--- config.mk ---
export PLATFORM = sky130hd
export DESIGN_NAME = irq_pend_arb
export DESIGN_NICKNAME = d
export VERILOG_FILES = /design/src/rtl/irq_pend_pkg.sv /design/src/rtl/msb_prio_enc.sv /design/src/rtl/irq_pend_arb.sv
export SDC_FILE = /design/constraint.sdc
export NUM_CORES = 1
export LEC_CHECK = 0
export BUFFER_PORTS_ARGS = -buffer_cell sky130_fd_sc_hd__clkbuf_2
export CAP_MARGIN = 20
export CORE_MARGIN = 4
export CORE_UTILIZATION = 40
export CTS_BUF_LIST = sky130_fd_sc_hd__clkbuf_8
export CTS_CLUSTER_DIAMETER = 120
export CTS_CLUSTER_SIZE = 40
export DETAILED_ROUTE_END_ITERATION = 6
export PLACE_DENSITY = 0.83
export SLEW_MARGIN = 20
export SYNTH_ARGS = -nofsm -noshare
export SYNTH_HDL_FRONTEND = slang
export SYNTH_SLANG_ARGS = --single-unit
export TNS_END_PERCENT = 1
--- constraint.sdc ---
create_clock -name clk -period 1.5 [get_ports clk]
set_input_delay 0.075 -clock clk [delete_from_list [all_inputs] [get_ports clk]]
set_output_delay 0.075 -clock clk [all_outputs]
set_load 0.05 [all_outputs]
--- src/rtl/irq_pend_pkg.sv ---
// Shared types and helpers for the sticky-request MSB-priority dispatcher.
package irq_pend_pkg;

    function automatic int unsigned idx_width(input int unsigned n);
        return $clog2(n);
    endfunction

    typedef enum logic {
        StIdle  = 1'b0,
        StValid = 1'b1
    } state_e;

endpackage

--- src/rtl/msb_prio_enc.sv ---
// Combinational MSB priority encoder: index of the highest set bit, zero when empty.
module msb_prio_enc
    import irq_pend_pkg::*;
#(
    parameter int unsigned N     = 10,
    parameter int unsigned IDX_W = idx_width(N)
) (
    input  logic [N-1:0]     cand_i,
    output logic [IDX_W-1:0] sel_o,
    output logic             any_o
);

    always_comb begin
        sel_o = '0;
        // Ascending scan so the last hit, the MSB, wins.
        for (int i = 0; i < N; i++) begin
            if (cand_i[i]) begin
                sel_o = IDX_W'(i);
            end
        end
    end

    assign any_o = |cand_i;

endmodule

--- src/rtl/irq_pend_arb.sv ---
// Sticky request collector with masked MSB-priority dispatch on a registered valid/ready output.
// Define PEND_OVF_EN to build the sticky lost-request detector behind overflow_o.
module irq_pend_arb
    import irq_pend_pkg::*;
#(
    parameter int unsigned N     = 10,
    parameter int unsigned IDX_W = idx_width(N)
) (
    input  logic             clk,
    input  logic             rst,
    input  logic [N-1:0]     req_i,
    input  logic [N-1:0]     mask_i,
    output logic             out_valid,
    input  logic             out_ready,
    output logic [IDX_W-1:0] out_idx,
    output logic [N-1:0]     pending_o,
    output logic             overflow_o
);

    state_e           state_q;
    logic             out_valid_q;
    logic [IDX_W-1:0] out_idx_q;
    logic [N-1:0]     pending_q, pending_d;
    logic [N-1:0]     cand, clr;
    logic [IDX_W-1:0] sel;
    logic             any, claim;

    assign cand = pending_q & ~mask_i;

    msb_prio_enc #(
        .N     (N),
        .IDX_W (IDX_W)
    ) u_enc (
        .cand_i (cand),
        .sel_o  (sel),
        .any_o  (any)
    );

    // A new index is taken when idle, or when the current one is being accepted.
    always_comb begin
        claim     = any && ((state_q == StIdle) || out_ready);
        clr       = claim ? (N'(1) << sel) : '0;
        pending_d = (pending_q & ~clr) | req_i;
    end

    always_ff @(posedge clk) begin
        if (rst) begin
            state_q     <= StIdle;
            out_valid_q <= 1'b0;
            out_idx_q   <= '0;
            pending_q   <= '0;
        end else begin
            pending_q <= pending_d;
            case (state_q)
                StIdle: begin
                    if (any) begin
                        out_idx_q   <= sel;
                        out_valid_q <= 1'b1;
                        state_q     <= StValid;
                    end
                end
                StValid: begin
                    if (out_ready) begin
                        if (any) begin
                            out_idx_q <= sel;
                        end else begin
                            out_valid_q <= 1'b0;
                            state_q     <= StIdle;
                        end
                    end
                end
                default: begin
                    out_valid_q <= 1'b0;
                    state_q     <= StIdle;
                end
            endcase
        end
    end

`ifdef PEND_OVF_EN
    logic overflow_q;

    always_ff @(posedge clk) begin
        if (rst) begin
            overflow_q <= 1'b0;
        end else begin
            overflow_q <= overflow_q | (|(req_i & pending_q & ~clr));
        end
    end

    assign overflow_o = overflow_q;
`else
    assign overflow_o = 1'b0;
`endif

    assign out_valid = out_valid_q;
    assign out_idx   = out_idx_q;
    assign pending_o = pending_q;

endmodule

* Yosys cells after proc, flatten, opt, wreduce, memory -nomap -nowiden
Index checks and enable logic that the tools add are counted.
Cells by class: $add $sub $neg 0, $mul 0, divide/modulo/power cells 0, magnitude comparators 0, equal/unequal tests 3, shift operators 1, mux-type cells 20, bitwise gates (word level) 6, reduce and logical (&&, ||, !) cells 4
Operator list (count):
- 10-bit bitwise AND | 2
- 10-bit NOT | 2
- 4-bit two-way mux | 4
- 3-bit two-way mux | 4
- 10-bit two-way mux | 1
- 10-bit bitwise OR | 1
- 10-bit OR reduction | 1
- 1-bit by 4-bit left shift with 10-bit output (first input constant) | 1
- 4-bit case mux with 2 select lines | 1
- 1-bit two-way mux | 6
- 2-bit inequality test (second input constant) | 3
- 2-bit two-way mux | 2
- 1-bit case mux with 2 select lines | 2
- 3-bit AND reduction | 1
- 1-bit logical AND | 1
- 1-bit logical OR | 1
- 1-bit NOT | 1
Word-level totals: register bits 16, latch bits 0, memory bits (writable) 0, memory bits (read-only) 0, input bits 23, output and inout bits 16, memories 0

* Longest topological paths before layout
Gate-level depths: netlist of run 1.
depth in word-level cells 16, depth in mapped cells 5, depth with buffers taken out 5

* By module
Synthesis of run 1 repeated with hierarchy kept, for this count alone.
Second synthesis, totals: cell total of the unflattened synthesis 105, area, all modules 835.8 um^2
By module, submodules not included:
- irq_pend_arb | instances 1, cells each 90, area each 745.7 um^2, sequential area each 320.3 um^2
- msb_prio_enc | instances 1, cells each 15, area each 90.1 um^2, sequential area each 0.0 um^2

* Least setup slack after synthesis of run 1
OpenSTA, ideal clock, no wires.
path kind register -> register, start point register pending_q[7], in the netlist pending_o[7], end point register out_idx_q[2], in the netlist out_idx[2], setup time 0.101 ns, data arrival time 1.767 ns, data required time 1.399 ns, slack -0.368 ns, cell stages (with the launch flop) 6, period minus slack after synthesis 1.868 ns, path through dfxtp_1 -> nor2b_4 -> a2111oi_4 -> a41oi_4 -> or3b_1 -> o41ai_1
Between the ends: word-level cells in the longest chain between the ends 7, elaborated cells between the ends (all ways) 8, those cells by class 6 x mux; 1 x bitwise; 1 x reduce/logical
RTL lines:
- start: declaration | RTL line irq_pend_arb.sv:23 | logic [N-1:0] pending_q, pending_d;
- start signal: assignment | RTL line irq_pend_arb.sv:53 | pending_q <= pending_d;
- 10-bit bitwise AND (*) | RTL line irq_pend_arb.sv:28 | assign cand = pending_q & ~mask_i;
- 3-bit two-way mux | RTL line msb_prio_enc.sv:17 | if (cand_i[i]) begin
- 4-bit two-way mux (2 in a row) | RTL line msb_prio_enc.sv:17
- 4-bit two-way mux (*) | RTL line irq_pend_arb.sv:56, irq_pend_arb.sv:64
- 4-bit two-way mux | RTL line irq_pend_arb.sv:63 | if (out_ready) begin
- 4-bit case mux with 2 select lines (*) | RTL line irq_pend_arb.sv:54 | case (state_q)
- end signal: assignment | RTL line irq_pend_arb.sv:57 | out_idx_q <= sel;
- end signal: assignment | RTL line irq_pend_arb.sv:65 | out_idx_q <= sel;
- end: declaration | RTL line irq_pend_arb.sv:22 | logic [IDX_W-1:0] out_idx_q;
Mark *: on every way between the ends. The rest lies on a longest branch, timed or not. The select of a mux whose other input is x is not followed. A chain may end at the register's enable or synchronous reset.

* Final worst setup path of run 1
start point register pending_q[5], in the netlist pending_o[5], end point register out_idx_q[3], in the netlist out_idx[3]
Between the ends: word-level cells in the longest chain between the ends 5
RTL lines:
- 10-bit bitwise AND (*) | RTL line irq_pend_arb.sv:28
- 10-bit OR reduction (*) | RTL line msb_prio_enc.sv:23 | assign any_o = |cand_i;
- 4-bit two-way mux (*)
- 4-bit two-way mux
- 4-bit case mux with 2 select lines (*)
Marks and branches as above.

==> results of run 1 <==
cell families after synthesis:
kind of cell / Yosys count / synth area share
other: 1 / 0.00427
AO/OA/AOI/OAI: 30 / 0.296
flip-flops: 16 / 0.365
buffers and inverters: 12 / 0.0641
AND/OR/NAND/NOR: 42 / 0.271
metrics by stage:
step / cell area, µm² / power, mW
floorplan: 891 / 0.799
global placement: 1200 / 0.940
detailed placement: 1200 / 0.949
CTS: 1310 / 1.35
global route: 1350 / 1.44
finish: 1350 / 1.36
tightest hold or removal path: stages:
cell,delay (ps)
clkbuf_2,80
inv_1,40
a21oi_1,50
synth_stat cells, drive strengths merged (2+ instances only):
| library cell | count | area, µm² |
|---|---|---|
| buf | 2 | 18.8 |
| nor3 | 2 | 10.0 |
| a21oi | 10 | 53.8 |
| nor2 | 13 | 48.8 |
| a211oi | 4 | 30.0 |
| inv | 8 | 30.0 |
| nor2b | 8 | 57.6 |
| nand2 | 4 | 15.0 |
| a41oi | 2 | 36.3 |
| nand2b | 6 | 37.5 |
| dfxtp | 16 | 320 |
| o21ai | 5 | 25.0 |
power by group:
part	switching [mW]	internal, mW	total [mW]
Clock	0.144	0.233	0.377
Combinational	0.302	0.197	0.499
Sequential	0.0217	0.467	0.488
repair_timing:
action                                  in CTS  in global routing
gates resized for setup                      7                  7
hold endpoints to repair                     0                  0
setup buffers                                3                  2
pin swaps                                    5                 10
endpoints found under the setup margin      14                 14
worst paths after layout:
kind                                              start                       to  slack, ps
worst max-delay path            pending_o[5]$_SDFF_PP0_  out_idx[3]$_SDFFE_PP0P_       -140
worst min-delay path                           req_i[5]  pending_o[5]$_SDFF_PP0_         30
worst max register to register  pending_o[5]$_SDFF_PP0_  out_idx[3]$_SDFFE_PP0P_       -140
worst min register to register  out_idx[1]$_SDFFE_PP0P_  out_idx[1]$_SDFFE_PP0P_        470
metal layers:
| layer | routed length, µm | global-route usage |
|---|---|---|
| met1 | 1020 | 0.192 |
| met2 | 1150 | 0.321 |
| met3 | 161 | 0.0381 |
| met4 | 25 | 0.0747 |
| met5 | 0 | 0 |
cell usage in the layout (no fill, tap or decap), drive strengths merged, types with 2 or more instances in the layout:
cell	instances
nand2	4
a21oi	10
o21ai	5
a41oi	2
buf	20
nand2b	6
nor2	13
a211oi	4
nor3	2
dfxtp	16
inv	8
clkbuf	41
nor2b	8
sequential cells by signal (all words and copies together) (netlist names):
signal     count
pending_o     10
state_q        1
out_idx        4
out_valid      1
cell type report:
cell class | instances | area (µm²) | share of cell area
clock buffer | 4 | 55.1 | 0.0407
inverter | 9 | 33.8 | 0.0250
multi-input combinational | 73 | 554 | 0.410
sequential | 16 | 333 | 0.246
tap | 27 | 33.8 | 0.0250
timing repair buffer | 57 | 343 | 0.253
==> metrics.csv, run 1 <==
metric,value,unit
fin cells,186,
Row Count,16,
gpl congestion,0.791,
hold_buf cts,0,
Min Hold Slack,29.5,ps
Critical Path AT,1830,ps
HPWL Detailed,1.80,mm
Cells after DPL,177,
area delta synth->final,54.0,%
grt total ovfl,0,
critical-path maximum fanout,4,
top_reg_cell synth,dfxtp_1,
Synth Warn #,0,
PD cells,1010,mW/mm²
Final nets,183,
Post-synth EDFFs,0,
Total GRT Usage,0.176,
Initial Util,0.434,
Final period util,1.10,
clk slew on worst S/H paths,60,ps
Syn Nets,124,
CTS sink cnt,16,
First-pass DRT Iterations,4,
Worst path slowest cell,a2111oi_4,
hold depth,3,
initial antenna violation count,0,
failing checks,setup timing,
largest net degree at the start of global routing,19,
Max Cap Viol,0,
CP cell instances,nor2b_4 -> a2111oi_4 -> buf_4 -> nand3_2 -> a21bo_2 -> a21oi_2,
Fin. Hold Viols,0,
setup violators final,11,
die span in x,54.9,µm
family with the most delay on the worst path,compound AO/OA/AOI/OAI gates,
min Tclk post-route,1640,ps
Pleak,0.640,nW
vias in the first global route,934,
Initial DRC Count,6,
Post-Route WL,2.36,mm
Die Footprint,0.00301,mm²
Vias,922,
VDD IR max,923,µV
# diodes,0,
Via density,4.96,
DIE HEIGHT,54.9,µm
WP depth,6,
Post-DRT Antenna Nets,0,
status,"complete, but fails checks",
Worst Path Required,1680,ps
Synth Register Bits,16,
layout cell share with drive strength beyond 1,0.547,
unrepaired setup endpoints after global routing,true,
Critical path buffers and inverters,1,
CTS tree,yes,
"Largest stage delay, worst path",460,ps
core box area,0.00202,mm²
Avg WL per Cell,12.7,µm
Place WS,-164,ps
io pins,39,
filler instances,173,
CTS root buffer,clkbuf_8,
"FFs w/ async S/R, synth",0,
first-pass GRT wire length,3.79,mm
Setup crit start kind,register,
cells after synthesis,101,
min-delay worst type,input port to register,
crit end category,register,
Finished Core Util,0.669,
setup TNS,-831,ps
DRC viols,0,
latest clock arrival within the worst-skew pair,250,ps
fmax,608,MHz
number of buffers inserted during clock tree synthesis,3,
post-synthesis sequential area ratio,0.365,
CTS Buffer Depth,2,
Synth cell types,38,
"Avg Cell Area, Syn",8.70,µm²
Synth Cell Area,878,µm²
worst r2r path cells,6,
CP Class,register to register,
Final Slew Violations,0,
H-tree Lvls,1,
input/output buffers,37,
Fin Clk Skew,2.32,ps
Setup WS post-layout,-145,ps
(Power assumes the default switching activity.)
==> run 2: changes to the inputs <==
- RECOVER_POWER: unset -> 100
==> metrics.csv, run 2 (synthesis gave the netlist of run 1 again) <==
metric,value,unit
status,"complete, but fails checks",
failing checks,setup timing,
CTS sink cnt,16,
Final Slew Violations,0,
Critical Path AT,1830,ps
Total GRT Usage,0.176,
first-pass GRT wire length,3.79,mm
area delta synth->final,51.4,%
VDD IR max,921,µV
max reg flops,10,
r2r startpoint,pending_o[5]$_SDFF_PP0_,
number of buffers inserted during clock tree synthesis,3,
DRC viols,0,
family with the most delay on the worst path,compound AO/OA/AOI/OAI gates,
Initial DRC Count,4,
Tot Pwr,1.35,mW
Vias,932,
Slew HR,0.599,
Fin Clk Skew,2.30,ps
CTS Buffer Depth,2,
Setup crit start kind,register,
crit end category,register,
reg2reg end,out_idx[3]$_SDFFE_PP0P_,
Final period util,1.10,
Post-Route WL,2.37,mm
Pleak,0.588,nW
worst r2r path cells,6,
dpl cell area,0.00120,mm²
Final nets,183,
unrepaired setup endpoints after global routing,true,
PD cells,1020,mW/mm²
CTS root buffer,clkbuf_8,
initial antenna violation count,0,
First-pass DRT Iterations,5,
CTS tree,yes,
Place WS,-164,ps
Initial Util,0.434,
hold_buf cts,0,
grt total ovfl,0,
Worst-Margin Slew,604,ps
Setup WS post-layout,-148,ps
FF-to-FF setup slack,-150,ps
critical-path maximum fanout,4,
io pins,39,
Row Count,16,
Via density,5.01,
clk slew on worst S/H paths,60,ps
setup TNS,-852,ps
DIE HEIGHT,54.9,µm
# diodes,0,
latest clock arrival within the worst-skew pair,250,ps
setup violators final,11,
Hold Path End,pending_o[5]$_SDFF_PP0_,
Die Footprint,0.00301,mm²
Fin. Hold Viols,0,
layout cell share with drive strength beyond 1,0.447,
die span in x,54.9,µm
min-delay worst type,input port to register,
Worst Path Required,1680,ps
"Largest stage delay, worst path",460,ps
fmax,607,MHz
H-tree Lvls,1,
Critical path buffers and inverters,1,
Layout Cell Area excl Fill,0.00133,mm²
Worst path slowest cell,a2111oi_4,
vias in the first global route,934,
"commonest non-fill, non-tap cell in the layout",clkbuf_2,
filler instances,183,
min Tclk post-route,1650,ps
hold depth,3,
gpl congestion,0.791,
Worst Hold Launch,req_i[5],
CP cell instances,nor2b_4 -> a2111oi_4 -> buf_4 -> nand3_2 -> a21bo_2 -> a21oi_2,
Avg WL per Cell,12.7,µm
Post-DRT Antenna Nets,0,
Max Cap Viol,0,
largest net degree at the start of global routing,19,
input/output buffers,37,
core box area,0.00202,mm²
Finished Core Util,0.658,
CP Class,register to register,
most frequent cells in the layout,"22 x clkbuf_2, 17 x buf_4, 16 x clkbuf_1",
HPWL Detailed,1.80,mm
## run 2: changes by cell type in the layout (fill, tap and decap cells not counted)
cell      change
clkbuf_1     +16
clkbuf_2     -15
buf_4         -1
## run 2: tightest hold or removal path: stages
cell,delay [ps]
clkbuf_2,80
inv_1,40
a21oi_1,50
## run 2: cell type report
class,instances,area [µm²],share of cell area
multi-input combinational,73,554,0.417
sequential,16,333,0.250
timing repair buffer,57,320,0.241
clock buffer,4,55.1,0.0414
inverter,9,33.8,0.0254
tap,27,33.8,0.0254
## run 2: per-layer routing
layer / wire length [µm] / track usage
met1: 996 / 0.192
met2: 1160 / 0.321
met3: 180 / 0.0381
met4: 25 / 0.0747
met5: 0 / 0
## run 2: through the flow
stage / instances / hold WS [ps]
after floorplan: 101 / 181
after global placement: 177 / 285
after detailed placement: 177 / 291
after CTS: 184 / 28.0
after global routing: 186 / 43.5
final: 186 / 29.5
## run 2: repair_timing
item,CTS,global route
setup buffers,3,2
resized for setup,7,7
endpoints found under the setup margin,14,14
pin swaps,5,10
## run 2: worst max-delay path by stage
stage,from,cells after the start,slack (ps),end
after floorplan,pending_o[4]$_SDFF_PP0_,5,-240,out_idx[2]$_SDFFE_PP0P_
after CTS,pending_o[7]$_SDFF_PP0_,5,-130,out_idx[2]$_SDFFE_PP0P_
after detailed placement,pending_o[4]$_SDFF_PP0_,6,-160,out_idx[3]$_SDFFE_PP0P_
after global routing,pending_o[5]$_SDFF_PP0_,6,-210,out_idx[3]$_SDFFE_PP0P_
final,pending_o[5]$_SDFF_PP0_,6,-150,out_idx[3]$_SDFFE_PP0P_
after global placement,pending_o[4]$_SDFF_PP0_,5,-90,out_idx[2]$_SDFFE_PP0P_
## run 2: report_power, final
group,total [mW],switching [mW],leakage [nW],internal (mW)
registers,0.488,0.0213,0.135,0.467
logic,0.489,0.303,0.423,0.187
clock network,0.377,0.144,0.0288,0.233
